==> config.mk <==
export PLATFORM = sky130hd
export DESIGN_NAME = regfile_wr_arbiter
export DESIGN_NICKNAME = d
export VERILOG_FILES = /design/src/rtl/mips_pkg.sv /design/src/rtl/rr_arb2.sv /design/src/rtl/regfile_wr_arbiter.sv
export SDC_FILE = /design/constraint.sdc
export NUM_CORES = 1
export LEC_CHECK = 0
export ABC_AREA = 1
export CORE_ASPECT_RATIO = 1.4
export CORE_MARGIN = 2
export CORE_UTILIZATION = 35
export DETAILED_ROUTE_END_ITERATION = 10
export PLACE_DENSITY = 0.63
export SYNTH_ARGS = -nofsm -noshare
export SYNTH_HDL_FRONTEND = slang
export SYNTH_SLANG_ARGS = --single-unit
==> constraint.sdc <==
create_clock -name clk -period 3.9 [get_ports clk]
set_input_delay 0.585 -clock clk [delete_from_list [all_inputs] [get_ports clk]]
set_output_delay 0.585 -clock clk [all_outputs]
set_load 0.01 [all_outputs]
==> src/rtl/mips_pkg.sv <==
// Shared widths and the register-file write record used by the writeback path.
package mips_pkg;

    localparam int unsigned REG_AW = 5;
    localparam int unsigned DATA_W = 32;
    localparam logic [REG_AW-1:0] REG_ZERO = 5'd0;

    typedef struct packed {
        logic [REG_AW-1:0] addr;
        logic [DATA_W-1:0] data;
    } rf_wr_t;

endpackage

==> src/rtl/rr_arb2.sv <==
// Two-way round-robin arbiter; when both requests target the same register the older
// entry wins so writes to one register land in transfer order.
module rr_arb2 (
    input  logic       clk,
    input  logic       rst_n,
    input  logic [1:0] valid,
    input  logic       same_addr,
    input  logic       older,
    output logic [1:0] grant
);

    // last_q: index of the most recently granted port; reset to 1 so port 0 wins first
    logic last_q;
    logic last_d;

    always_comb begin
        grant  = 2'b00;
        last_d = last_q;
        case (valid)
            2'b01:   grant = 2'b01;
            2'b10:   grant = 2'b10;
            2'b11: begin
                if (same_addr) begin
                    grant = older ? 2'b10 : 2'b01;
                end else begin
                    grant = last_q ? 2'b01 : 2'b10;
                end
            end
            default: grant = 2'b00;
        endcase
        if (grant != 2'b00) begin
            last_d = grant[1];
        end
    end

    always_ff @(posedge clk or negedge rst_n) begin
        if (!rst_n) begin
            last_q <= 1'b1;
        end else begin
            last_q <= last_d;
        end
    end

endmodule

==> src/rtl/regfile_wr_arbiter.sv <==
// Shares the register-file write port between the pipeline writeback (port 0) and the
// multi-cycle unit (port 1) through one-entry hold buffers and a registered write stage.
module regfile_wr_arbiter
    import mips_pkg::*;
#(
    parameter int unsigned AW = REG_AW,
    parameter int unsigned DW = DATA_W
) (
    input  logic                 clk,
    input  logic                 rst_n,
    input  logic                 req0_valid,
    output logic                 req0_ready,
    input  logic [AW-1:0]        req0_addr,
    input  logic [DW-1:0]        req0_data,
    input  logic                 req1_valid,
    output logic                 req1_ready,
    input  logic [AW-1:0]        req1_addr,
    input  logic [DW-1:0]        req1_data,
    output logic                 rf_we3,
    output logic [AW-1:0]        rf_A3,
    output logic [DW-1:0]        rf_WD3,
    output logic [(1<<AW)-1:0]   pend_mask
);

    logic          hold0_v_q, hold1_v_q;
    logic [AW-1:0] hold0_addr_q, hold1_addr_q;
    logic [DW-1:0] hold0_data_q, hold1_data_q;
    // age_q=1: hold 1 holds the older entry
    logic          age_q, age_d;

    logic [1:0]    grant;
    logic          load0, load1, keep0, keep1;

    rr_arb2 u_arb (
        .clk       (clk),
        .rst_n     (rst_n),
        .valid     ({hold1_v_q, hold0_v_q}),
        .same_addr (hold0_addr_q == hold1_addr_q),
        .older     (age_q),
        .grant     (grant)
    );

    assign req0_ready = !hold0_v_q | grant[0];
    assign req1_ready = !hold1_v_q | grant[1];

    // Writes to register 0 are handshaken but dropped here
    assign load0 = req0_valid & req0_ready & (req0_addr != '0);
    assign load1 = req1_valid & req1_ready & (req1_addr != '0);
    assign keep0 = hold0_v_q & ~grant[0];
    assign keep1 = hold1_v_q & ~grant[1];

    always_comb begin
        age_d = age_q;
        if (load0 && load1) begin
            age_d = 1'b0;
        end else if (load0 && keep1) begin
            age_d = 1'b1;
        end else if (load1 && keep0) begin
            age_d = 1'b0;
        end
    end

    always_ff @(posedge clk or negedge rst_n) begin
        if (!rst_n) begin
            hold0_v_q    <= 1'b0;
            hold1_v_q    <= 1'b0;
            hold0_addr_q <= '0;
            hold1_addr_q <= '0;
            hold0_data_q <= '0;
            hold1_data_q <= '0;
            age_q        <= 1'b0;
            rf_we3       <= 1'b0;
            rf_A3        <= '0;
            rf_WD3       <= '0;
        end else begin
            if (load0) begin
                hold0_v_q    <= 1'b1;
                hold0_addr_q <= req0_addr;
                hold0_data_q <= req0_data;
            end else if (grant[0]) begin
                hold0_v_q <= 1'b0;
            end
            if (load1) begin
                hold1_v_q    <= 1'b1;
                hold1_addr_q <= req1_addr;
                hold1_data_q <= req1_data;
            end else if (grant[1]) begin
                hold1_v_q <= 1'b0;
            end
            age_q  <= age_d;
            rf_we3 <= |grant;
            if (grant[0]) begin
                rf_A3  <= hold0_addr_q;
                rf_WD3 <= hold0_data_q;
            end else if (grant[1]) begin
                rf_A3  <= hold1_addr_q;
                rf_WD3 <= hold1_data_q;
            end
        end
    end

    always_comb begin
        pend_mask = '0;
        if (hold0_v_q) begin
            pend_mask[hold0_addr_q] = 1'b1;
        end
        if (hold1_v_q) begin
            pend_mask[hold1_addr_q] = 1'b1;
        end
        if (rf_we3) begin
            pend_mask[rf_A3] = 1'b1;
        end
        pend_mask[0] = 1'b0;
    end

endmodule
; ---- Word level (Yosys, flattened, before mapping)
; Index checks and enable logic that the tools add are counted.
[word_totals]
output_inout_bits = 72
regBits = 116
input_bits = 78
[op_classes]
magnitude_cmp = 6
n_bitwise = 12
reduce_logical = 15
mux = 24
n_eq_ne = 4
[op_table]
columns = cell, count
row1 = 32-bit two-way mux, 5
row2 = 32-bit bitwise OR, 2
row3 = "5-bit by 6-bit less-than comparator with 1-bit output, second input constant", 3
row4 = 1-bit demux with 5-bit select, 3
row5 = "5-bit by 1-bit greater-or-equal comparator with 1-bit output, second input constant", 3
row6 = 1-bit two-way mux, 10
row7 = 5-bit two-way mux, 2
row8 = 5-bit nonzero test, 2
row9 = 1-bit bitwise AND, 6
row10 = 1-bit logical AND, 6
row11 = 2-bit two-way mux, 3
row12 = 2-bit one-hot mux with 3 select lines, 1
row13 = 2-bit nonzero test, 3
row14 = 5-bit equality test, 1
row15 = "2-bit equality test, second input constant", 2
row16 = 3-bit nonzero test, 1
row17 = "2-bit by 1-bit equality test with 1-bit output, second input constant", 1
row18 = 1-bit zero test, 2
row19 = 1-bit NOT, 2
row20 = 1-bit bitwise OR, 2
row21 = 2-bit OR reduction, 1

; ---- Logic depth before layout (Yosys ltp)
; Gate-level depths: netlist of the first run.
[logic_depth]
word_depth = 10
mapped_depth = 14
ltp_nobuf = 13

; ---- Hierarchy
; Synthesis of the first run repeated with hierarchy kept, for this count alone.
[hier_totals]
hier_cells = 678
area_unflattened_um2 = 5624.1
[by_module_without_submodules]
columns = module, seq_area_each_um2, n_inst, cells_per_inst, area_per_inst_um2
row1 = regfile_wr_arbiter, 2877.8, 1, 660, 5521.5
row2 = rr_arb2, 26.3, 1, 18, 102.6

; ---- Least setup slack after synthesis of the first run
; OpenSTA, ideal clock, no wires.
[synth_timing]
path_type = reg-to-output
start = reg rf_A3[1]
end = out pend_mask[11]
n_path_buf = 0
slack_ps = 2097
arrival_ps = 1218
stages_incl_launch_ff = 5
path_cell_list = dfrtp_1 > inv_1 > nor3_1 > nand2_1 > nand3_1
[synth_between]
elab_chain_cells = 6
word_cells_on_any_way = 7
classes_between = 2 x order compare / 3 x mux / 1 x bitwise / 1 x reduce/logical
[synth_lines]
columns = item, line
row1 = from (decl), regfile_wr_arbiter.sv:20  ; output logic [AW-1:0] rf_A3,
row2 = from (signal assigned), regfile_wr_arbiter.sv:93  ; rf_A3 <= hold0_addr_q;
row3 = from (signal assigned), regfile_wr_arbiter.sv:96  ; rf_A3 <= hold1_addr_q;
row4 = 5-bit by 6-bit less-than comparator with 1-bit output (not written as such) or 5-bit by 1-bit greater-or-equal comparator with 1-bit output (tied branches), regfile_wr_arbiter.sv:111  ; pend_mask[rf_A3] = 1'b1;
row5 = 1-bit logical AND (not written as such), regfile_wr_arbiter.sv:111
row6 = 1-bit two-way mux (not written as such), regfile_wr_arbiter.sv:111
row7 = 1-bit demux with 5-bit select (*), regfile_wr_arbiter.sv:111
row8 = 32-bit bitwise OR (no line) (*), n/a
row9 = 32-bit two-way mux (*), regfile_wr_arbiter.sv:110  ; if (rf_we3) begin
row10 = to (decl), regfile_wr_arbiter.sv:22  ; output logic [(1<<AW)-1:0] pend_mask
; Mark *: on every way between the ends. The rest lies on a longest branch, timed or not.

; ---- Worst setup path after layout of the first run
[layout_timing]
start = reg hold1_v_q
end = out pend_mask[17]
[layout_between]
elab_chain_cells = 3
[layout_lines]
columns = item, line
row1 = from (decl), regfile_wr_arbiter.sv:25  ; logic hold0_v_q, hold1_v_q;
row2 = from (signal assigned), regfile_wr_arbiter.sv:66  ; hold1_v_q <= 1'b0;
row3 = from (signal assigned), regfile_wr_arbiter.sv:84  ; hold1_v_q <= 1'b1;
row4 = from (signal assigned), regfile_wr_arbiter.sv:88  ; hold1_v_q <= 1'b0;
row5 = 32-bit two-way mux (*), regfile_wr_arbiter.sv:107  ; if (hold1_v_q) begin
row6 = 32-bit bitwise OR (no line), n/a
row7 = 32-bit two-way mux (*), regfile_wr_arbiter.sv:110
; Marked as above.

==> results.md, run 1 <==
Outcome:
- The run finished with clean final reports.

STA:
- The number of setup violations in the final report is 0.
- The final critical path takes up 84.1% of the cycle.
- For the pin with the worst max-slew slack, the measured transition is 1.16 ns.
- The hold violation total from the final report is 0.
- The number of max-slew violations in the final report is 0.
- The relative slew slack is approximately 22%.
- The shortest period the worst path allows is about 3.3 ns.
- Setup repair after global routing left no endpoint under its margin.
- The maximum clock rate is ~300 MHz.
- For the final database, setup skew stands at 0.0111 ns.
- On the final layout, the worst hold slack is between 0.2 and 0.25 ns.
- For the final routed database, the setup TNS stands at 0 ns.

Global route:
- The first global-routing pass estimated between 20,000 and 30,000 um of wire.
- The overall overflow remaining after global route is 0.
- Global routing used roughly a fifth of the available tracks.
- The number of antenna violations at the first check in global routing is 0.
- Entering global routing, the biggest net connects 58 pins.
- The via count of the first global-routing pass is between 5,000 and 6,000.

Placed design:
- The HPWL after detailed placement is 11,700 um.
- Input and output buffers added on the ports amount to about 150.
- At the end of routability-driven placement, the weighted congestion stood at around 0.93.

Setup path:
- The critical path is of the register to primary output type.
- The endpoint class of the critical path is a primary output.
- Among all stages on the critical path, the largest delay is contributed by nor3_1.
- In this run the critical register-to-register path is captured at hold1_addr_q[3].
- In this design, the largest share of critical-path delay is due to simple AND/OR/NAND/NOR gates.
- The number of cells on the worst reg-to-reg path is 12.
- The slack of the worst reg-to-reg path is ~1.4 ns.
- The count of buffer and inverter cells on the critical path is 2.
- STA puts the critical path data required time at 3.31 ns.
- For this run, the slowest stage of the critical path takes roughly 0.9 ns.
- Traced cell by cell, the critical path runs through inv_1 -> nor3_1 -> nand2_1 -> nand3_1 -> clkdlybuf4s50_1.
- The worst endpoint data arrival time is 2.70 ns.
- The beginning of the worst register-to-register path is hold0_addr_q[2].
- The kind of start point of the critical path is a register.
- In this run the worst path has a maximum fanout of 8.

Finish:
- The number of nets at the end of the flow is about 960.
- The share of the core filled with cells in the final layout is roughly half.
- The layout filler cell count is around 1,600.
- The most frequent standard cell in the layout excluding fill and tap cells is nand2_1.
- The post-synthesis to final-layout area growth is 39.7%.
- The number of antenna diodes in the final layout is 0.
- Leaving out fill and tap cells, the most frequent cells in the layout are nand2_1, clkdlybuf4s50_1, dfrtp_1, nand3_1, inv_1.
- The fraction of final layout cells sized beyond drive strength 1 is about 7.0%.

Detailed routing:
- The aggregate routed wire length is approximately 16,000 um.
- The wire length per cell is approximately 15 um.
- The total number of vias is between 5,000 and 6,000.
- The first routing iteration left 387 violations.
- The remaining antenna violation count is 0.
- The vias per cell is roughly 4.8.
- For this run, the detailed router's first-pass iteration total came to 5.
- The remaining design rule violation count is 0.

Pwr:
- The share of total power in combinational logic is between 30% and 40%.
- In this run, flip-flops and latches consume 35.0% of the power.
- In this run switching power makes up around 37% of total power.
- The areal power density over the cells is 722 nW/um2.
- The reported leakage power is 3.74 nW.
- The internal portion of total power is 3.56 mW.
- The highest ir drop seen on vdd is about 0.35 mV.
- The clock network is responsible for roughly 28% of the overall power.
- The net switching power of the design is roughly 2.1 mW.

Synthesis:
- Sorting the synthesized cells by area gives the leading types as dfrtp_1, nand2_1, nand3_1, inv_1, nor3_1.
- The post-synthesis register bit count is about 120.
- The sequential cell area fraction in the yosys report is a little over 50%.
- The area share of the largest cell type after synthesis is between 50% and 60%.
- The unique cell type count in the Yosys netlist is 26.
- The cell count after synthesis is roughly 740.
- The number of warnings issued by yosys is 0.
- The number of nets handed over by synthesis was around 810.
- The synthesized area per cell is between 7 and 8 um2.
- The combined area of all synthesized cells is ~5600 um2.
- The dominant cell type by area after synthesis is dfrtp_1.

Floorplan:
- The height of the chip is between 150 and 200 um.
- For this configuration, the core starts out at a cell density of 35.8%.
- In this run the standard cell core region covers between 15,000 and 20,000 um2.
- The die outline area is approximately 17,000 um2.
- The I/O pin count is 150.
- The number of rows created at floorplan is 54.
- The die boundary width is ~110 um.

Clocking:
- The post-CTS repair timing setup buffer count is 0.
- The clock root buffer is clkbuf_16.
- The clock input transition at the sequential cells of the worst setup and hold paths is approximately 0.060 ns.
- The total CTS buffers is 17.
- The post-cts repair resize count is 0.
- CTS built an H-tree with a depth of 4.
- The CTS tree is done.
- The number of buffers inserted by hold repair at cts is 0.
- The clock passes through at most 2 buffers.
- The number of sinks driven by the clock tree is 116.
- The clock latency on the worst-skew pair is 0.40 ns.

Hold path:
- The class of the tightest hold or removal check is input pin to async pin.

Run:
- The tool flagged a number of max-cap violations equal to 0.
cell usage after synthesis:
library cell	instances
o21ai_1	28
o21ai_0	14
buf_4	10
nor2_2	1
nand3_2	2
a21oi_1	3
inv_2	7
inv_1	55
dfrtp_1	115
nand3_1	65
nor2_1	8
o211ai_1	4
xnor2_1	1
conb_1	1
nand2_2	3
nor2_8	1
nor3_1	34
nand2_4	1
o2bb2ai_1	1
nand2_1	352
nand4_1	4
buf_6	5
dfstp_2	1
buf_2	13
o21ai_2	2
clkbuf_1	4
registers in the layout (all words and copies together) (netlist names):
name / count
hold0_data_q: 32
hold1_data_q: 32
rf_WD3: 32
hold0_addr_q: 5
hold1_addr_q: 5
rf_A3: 5
age_q: 1
hold0_v_q: 1
hold1_v_q: 1
rf_we3: 1
u_arb.last_q: 1
cell families (layout without fill, tap and decap cells):
group / Yosys count / count (layout) / share of synthesized area [%]
AOI/OAI and AO/OA: 52 / 52 / 5.04
xor gates and xnor gates: 1 / 1 / 0.157
buffers and inverters: 94 / 251 / 7.95
DFF: 116 / 116 / 51.9
other: 1 / 1 / 0.0671
and+or+nand+nor: 471 / 471 / 34.8
worst max path at each step:
stage | from | endpoint | slack, ns | depth (start not counted)
3_5_place_dp | hold1_v_q | pend_mask[17] | 1.08 | 5
3_3_place_gp | hold1_v_q | pend_mask[17] | 1.10 | 5
5_1_grt | hold1_v_q | pend_mask[29] | 0.44 | 5
4_1_cts | hold1_v_q | pend_mask[17] | 0.66 | 5
2_1_floorplan | rf_A3[1] | pend_mask[11] | 2.10 | 4
6_report | hold1_v_q | pend_mask[17] | 0.62 | 5
per-stage QoR:
stage | setup slack [ns] | std cells | power (mW) | instance area [um2]
after floorplan | 2.10 | 735 | 3.08 | 5590
after global placement | 1.10 | 1057 | 4.06 | 7200
after detailed placement | 1.08 | 1057 | 4.09 | 7200
after CTS | 0.656 | 1088 | 5.69 | 7810
after global routing | 0.441 | 1088 | 6.03 | 7810
final | 0.618 | 1088 | 5.64 | 7810
layer usage:
metal | vias to the layer above | track usage [%] | part of all wire, %
li1 | 2596 | - | -
met1 | 2393 | 24.5 | 42
met2 | 162 | 34.6 | 51
met3 | 33 | 3.31 | 3.9
met4 | 0 | 8.04 | 3.1
met5 | - | 0 | 0
power by group through the flow:
stage	Sequential, mW	Combinational, mW	Clock [mW]
3_5_place_dp	1.99	2.11	0
3_3_place_gp	1.99	2.07	0
6_report	1.97	2.08	1.58
4_1_cts	1.98	2.11	1.61
2_1_floorplan	1.95	1.14	0
5_1_grt	2.03	2.32	1.67
area by class of cell:
cell class / count / area, um2 / share of cell area, %
clock buffer: 19 / 453 / 5.80
clock inverter: 12 / 154 / 1.97
inverter: 62 / 233 / 2.98
multi-input combinational: 525 / 2260 / 29.0
sequential: 116 / 2900 / 37.2
tap: 196 / 245 / 3.14
timing repair buffer: 158 / 1550 / 19.9
Note: power is estimated with default switching activity, not from simulation.
==> inputs of run 2 (changes only) <==
==> constraint.sdc (replaced) <==
create_clock -name clk -period 3.1 [get_ports clk]
set_input_delay 0.465 -clock clk [delete_from_list [all_inputs] [get_ports clk]]
set_output_delay 0.465 -clock clk [all_outputs]
set_load 0.01 [all_outputs]
==> run 2 against run 1 <==
  * Sequential power rose by 25%
  * First-iteration DRC count fell by 24%
  * Power increased by 29%
  * Final cell count rose by 0.64%
  * Clock power rose by 34%
  * Via count rose by 2.2%
  * Sequential share of layout area fell by 0.54 points
  * Global-route usage increased by 0.29 points
  * Core utilization up 0.74 points
  * Clock skew grew 0.00060 ns
  * Combinational power grew 31%
  * Worst setup slack got worse by 0.39 ns
  * Largest power group unchanged
==> results.md, run 2 (same netlist as run 1, synthesis figures left out) <==
Global route:
- The number of antenna violations at the first check in global routing is 0.
- The overall overflow remaining after global route is 0.
- Entering global routing, the biggest net connects 117 pins.
- Global routing used between 20 and 25% of the available tracks.
- The first global-routing pass estimated around 27,000 um of wire.
- The via count of the first global-routing pass is roughly 5,300.

Run:
- Max-cap violations in this run came to 0.

Placed design:
- Input and output buffers added on the ports amount to around 150.
- The placed cell area is about 7300 um2.
- The HPWL after detailed placement is 11,700 um.
- The routability congestion estimate from global placement is 0.937.

Finish:
- The most frequent standard cell in the layout excluding fill and tap cells is nand2_1.
- The largest registers in the layout are hold0_data_q (32), hold1_data_q (32), rf_WD3 (32).
- The fraction of final layout cells sized beyond drive strength 1 is 7.56%.
- After filler insertion, the fill cell instance count of the layout stands at 1,490.
- The number of nets at the end of the flow is 966.
- Compared with the post-synthesis result, the final layout area differs by 41.7%.
- In the layout the commonest cells are nand2_1, clkdlybuf4s50_1, dfrtp_1, nand3_1, inv_1.
- After routing the design area is 7920 um2.
- The number of inserted diodes is 0.

Clocking:
- The clock tree synthesis step divided the H-tree into 4 levels.
- The total CTS buffers is 17.
- The clock latency on the worst-skew pair is 0.40 ns.
- The longest clock path from root to sink contains 2 buffers.
- The CTS tree is done.
- The post-cts repair resize count is 0.
- The number of buffers inserted by hold repair at cts is 0.
- The clock root buffer is clkbuf_16.
- After clock tree synthesis, the clock-pin slew on the worst setup and hold paths is about 0.05 ns.
- CTS saw 116 sinks.
- The post-CTS repair timing setup buffer count is 0.

Setup path:
- The worst register-to-register path has a setup slack of 0.81 ns.
- The endpoint class of the critical path is a primary output.
- For the worst setup path, the data arrival time is 2.41 ns.
- The highest fanout seen on the critical path is 8.
- The kind of start point of the critical path is a register.
- Data on the critical path is required at its endpoint by 2.63 ns.
- The start-to-end type of the worst setup path is register to primary output.

Detailed routing:
- After detailed routing, the total wire length is ~17,000 um.
- The first detailed-routing pass ran for 7 iterations.
- The vias per cell is around 4.8.
- The detailed router placed between 5,000 and 6,000 vias in this run.
- The iteration-0 DRC count of the detailed router is ~290.
- The wire length per cell is around 15 um.
- The remaining design rule violation count is 0.
- In this run the remaining antenna-violating nets after routing total 0.

STA:
- The number of max-slew violations in the final report is 0.
- For this run, the top clock speed supported by timing is 348 MHz.
- The transition time at the pin with the least slew margin is around 1.1 ns.
- The post-route clock period utilization is 92.7%.
- The setup skew after layout is around 0.012 ns.
- Setup repair after global routing left no endpoint under its margin.
- Setup violations remaining at the end of the flow were counted as 0.
- Measured against its own limit, the worst slew margin works out to 25.8%.
- The shortest period the worst path allows is ~2.9 ns.
- Summed over all failing endpoints, the final setup total negative slack is 0 ns.
- The hold violation total from the final report is 0.

Floorplan:
- The die outline area is about 17,000 um2.
- The die boundary width is 111 um.
- In this run the count of I/O pins placed on the die edge is 150.
- The floorplan has 54 rows.
- The floorplan core area is around 16,000 um2.
- The starting density of the core is between 30 and 40%.
- The height of the chip is 154 um.

Pwr:
- VDD sags by at most 0.412 mV.
- Summed over all cells, the static leakage comes to around 3.8 nW.
- Dividing total power by cell area gives a power density of between 900 and 1000 nW/um2.

Outcome:
- The flow ran to the end, and the final reports show no timing, DRC or antenna violations.

Hold path:
- In this run the worst hold path is classified as input pin to async pin.
==> run 2: final timing paths <==
| path | depth (start not counted) | start | endpoint |
|---|---|---|---|
| worst max register to register | 10 | hold1_addr_q[2] | hold0_data_q[3] |
| max in group asynchronous | 2 | rst_n | hold1_addr_q[4] |
| worst max-delay path | 5 | hold1_v_q | pend_mask[26] |
| worst min-delay path | 2 | rst_n | hold0_data_q[22] |
| worst min register to register | 2 | hold0_data_q[0] | rf_WD3[0] |
| min in group clk | 2 | hold0_data_q[0] | rf_WD3[0] |
==> run 2: critical path, cell delays in order, from the launching register on <==
cell and delay, ns:
dfrtp_1 0.49, nand2_1 0.12, nor2_1 0.59, nand2_1 0.13
nand3_1 0.13, clkdlybuf4s50_1 0.56
==> run 2: final cells by class <==
cell class	count	area (um2)	area share, %
multi-input combinational	525	2260	28.6
tap	196	245	3.10
clock buffer	20	457	5.76
inverter	62	233	2.94
clock inverter	10	180	2.27
sequential	116	2900	36.7
timing repair buffer	166	1640	20.7
==> run 2: power breakdown <==
part / total, mW / internal (mW) / switching [mW] / leakage (nW)
Combinational: 2.72 / 1.17 / 1.55 / 2.07
Sequential: 2.46 / 2.06 / 0.403 / 1.42
Clock: 2.11 / 1.45 / 0.660 / 0.308
Total: 7.29 / 4.69 / 2.61 / 3.81
==> run 2: metrics by stage <==
stage	power [mW]	cells	utilization, %	hold WS (ns)	setup WS [ns]
after floorplan	3.88	735	-	0.169	1.42
after global routing	7.75	1095	50.8	0.200	0.100
after CTS	7.37	1095	50.8	0.169	0.239
after detailed placement	5.21	1065	46.7	0.459	0.673
after global placement	5.18	1065	46.7	0.459	0.644
final	7.29	1095	50.8	0.147	0.227
==> run 2: per-layer routing <==
layer / wire length, um / vias up / GRT usage (%) / part of all wire (%)
met5: 0 / - / 0 / 0
met4: 446 / 0 / 8.39 / 2.6
met3: 692 / 36 / 3.19 / 4.1
met2: 8890 / 194 / 36.5 / 53
met1: 6860 / 2458 / 23.7 / 41
li1: - / 2610 / - / -
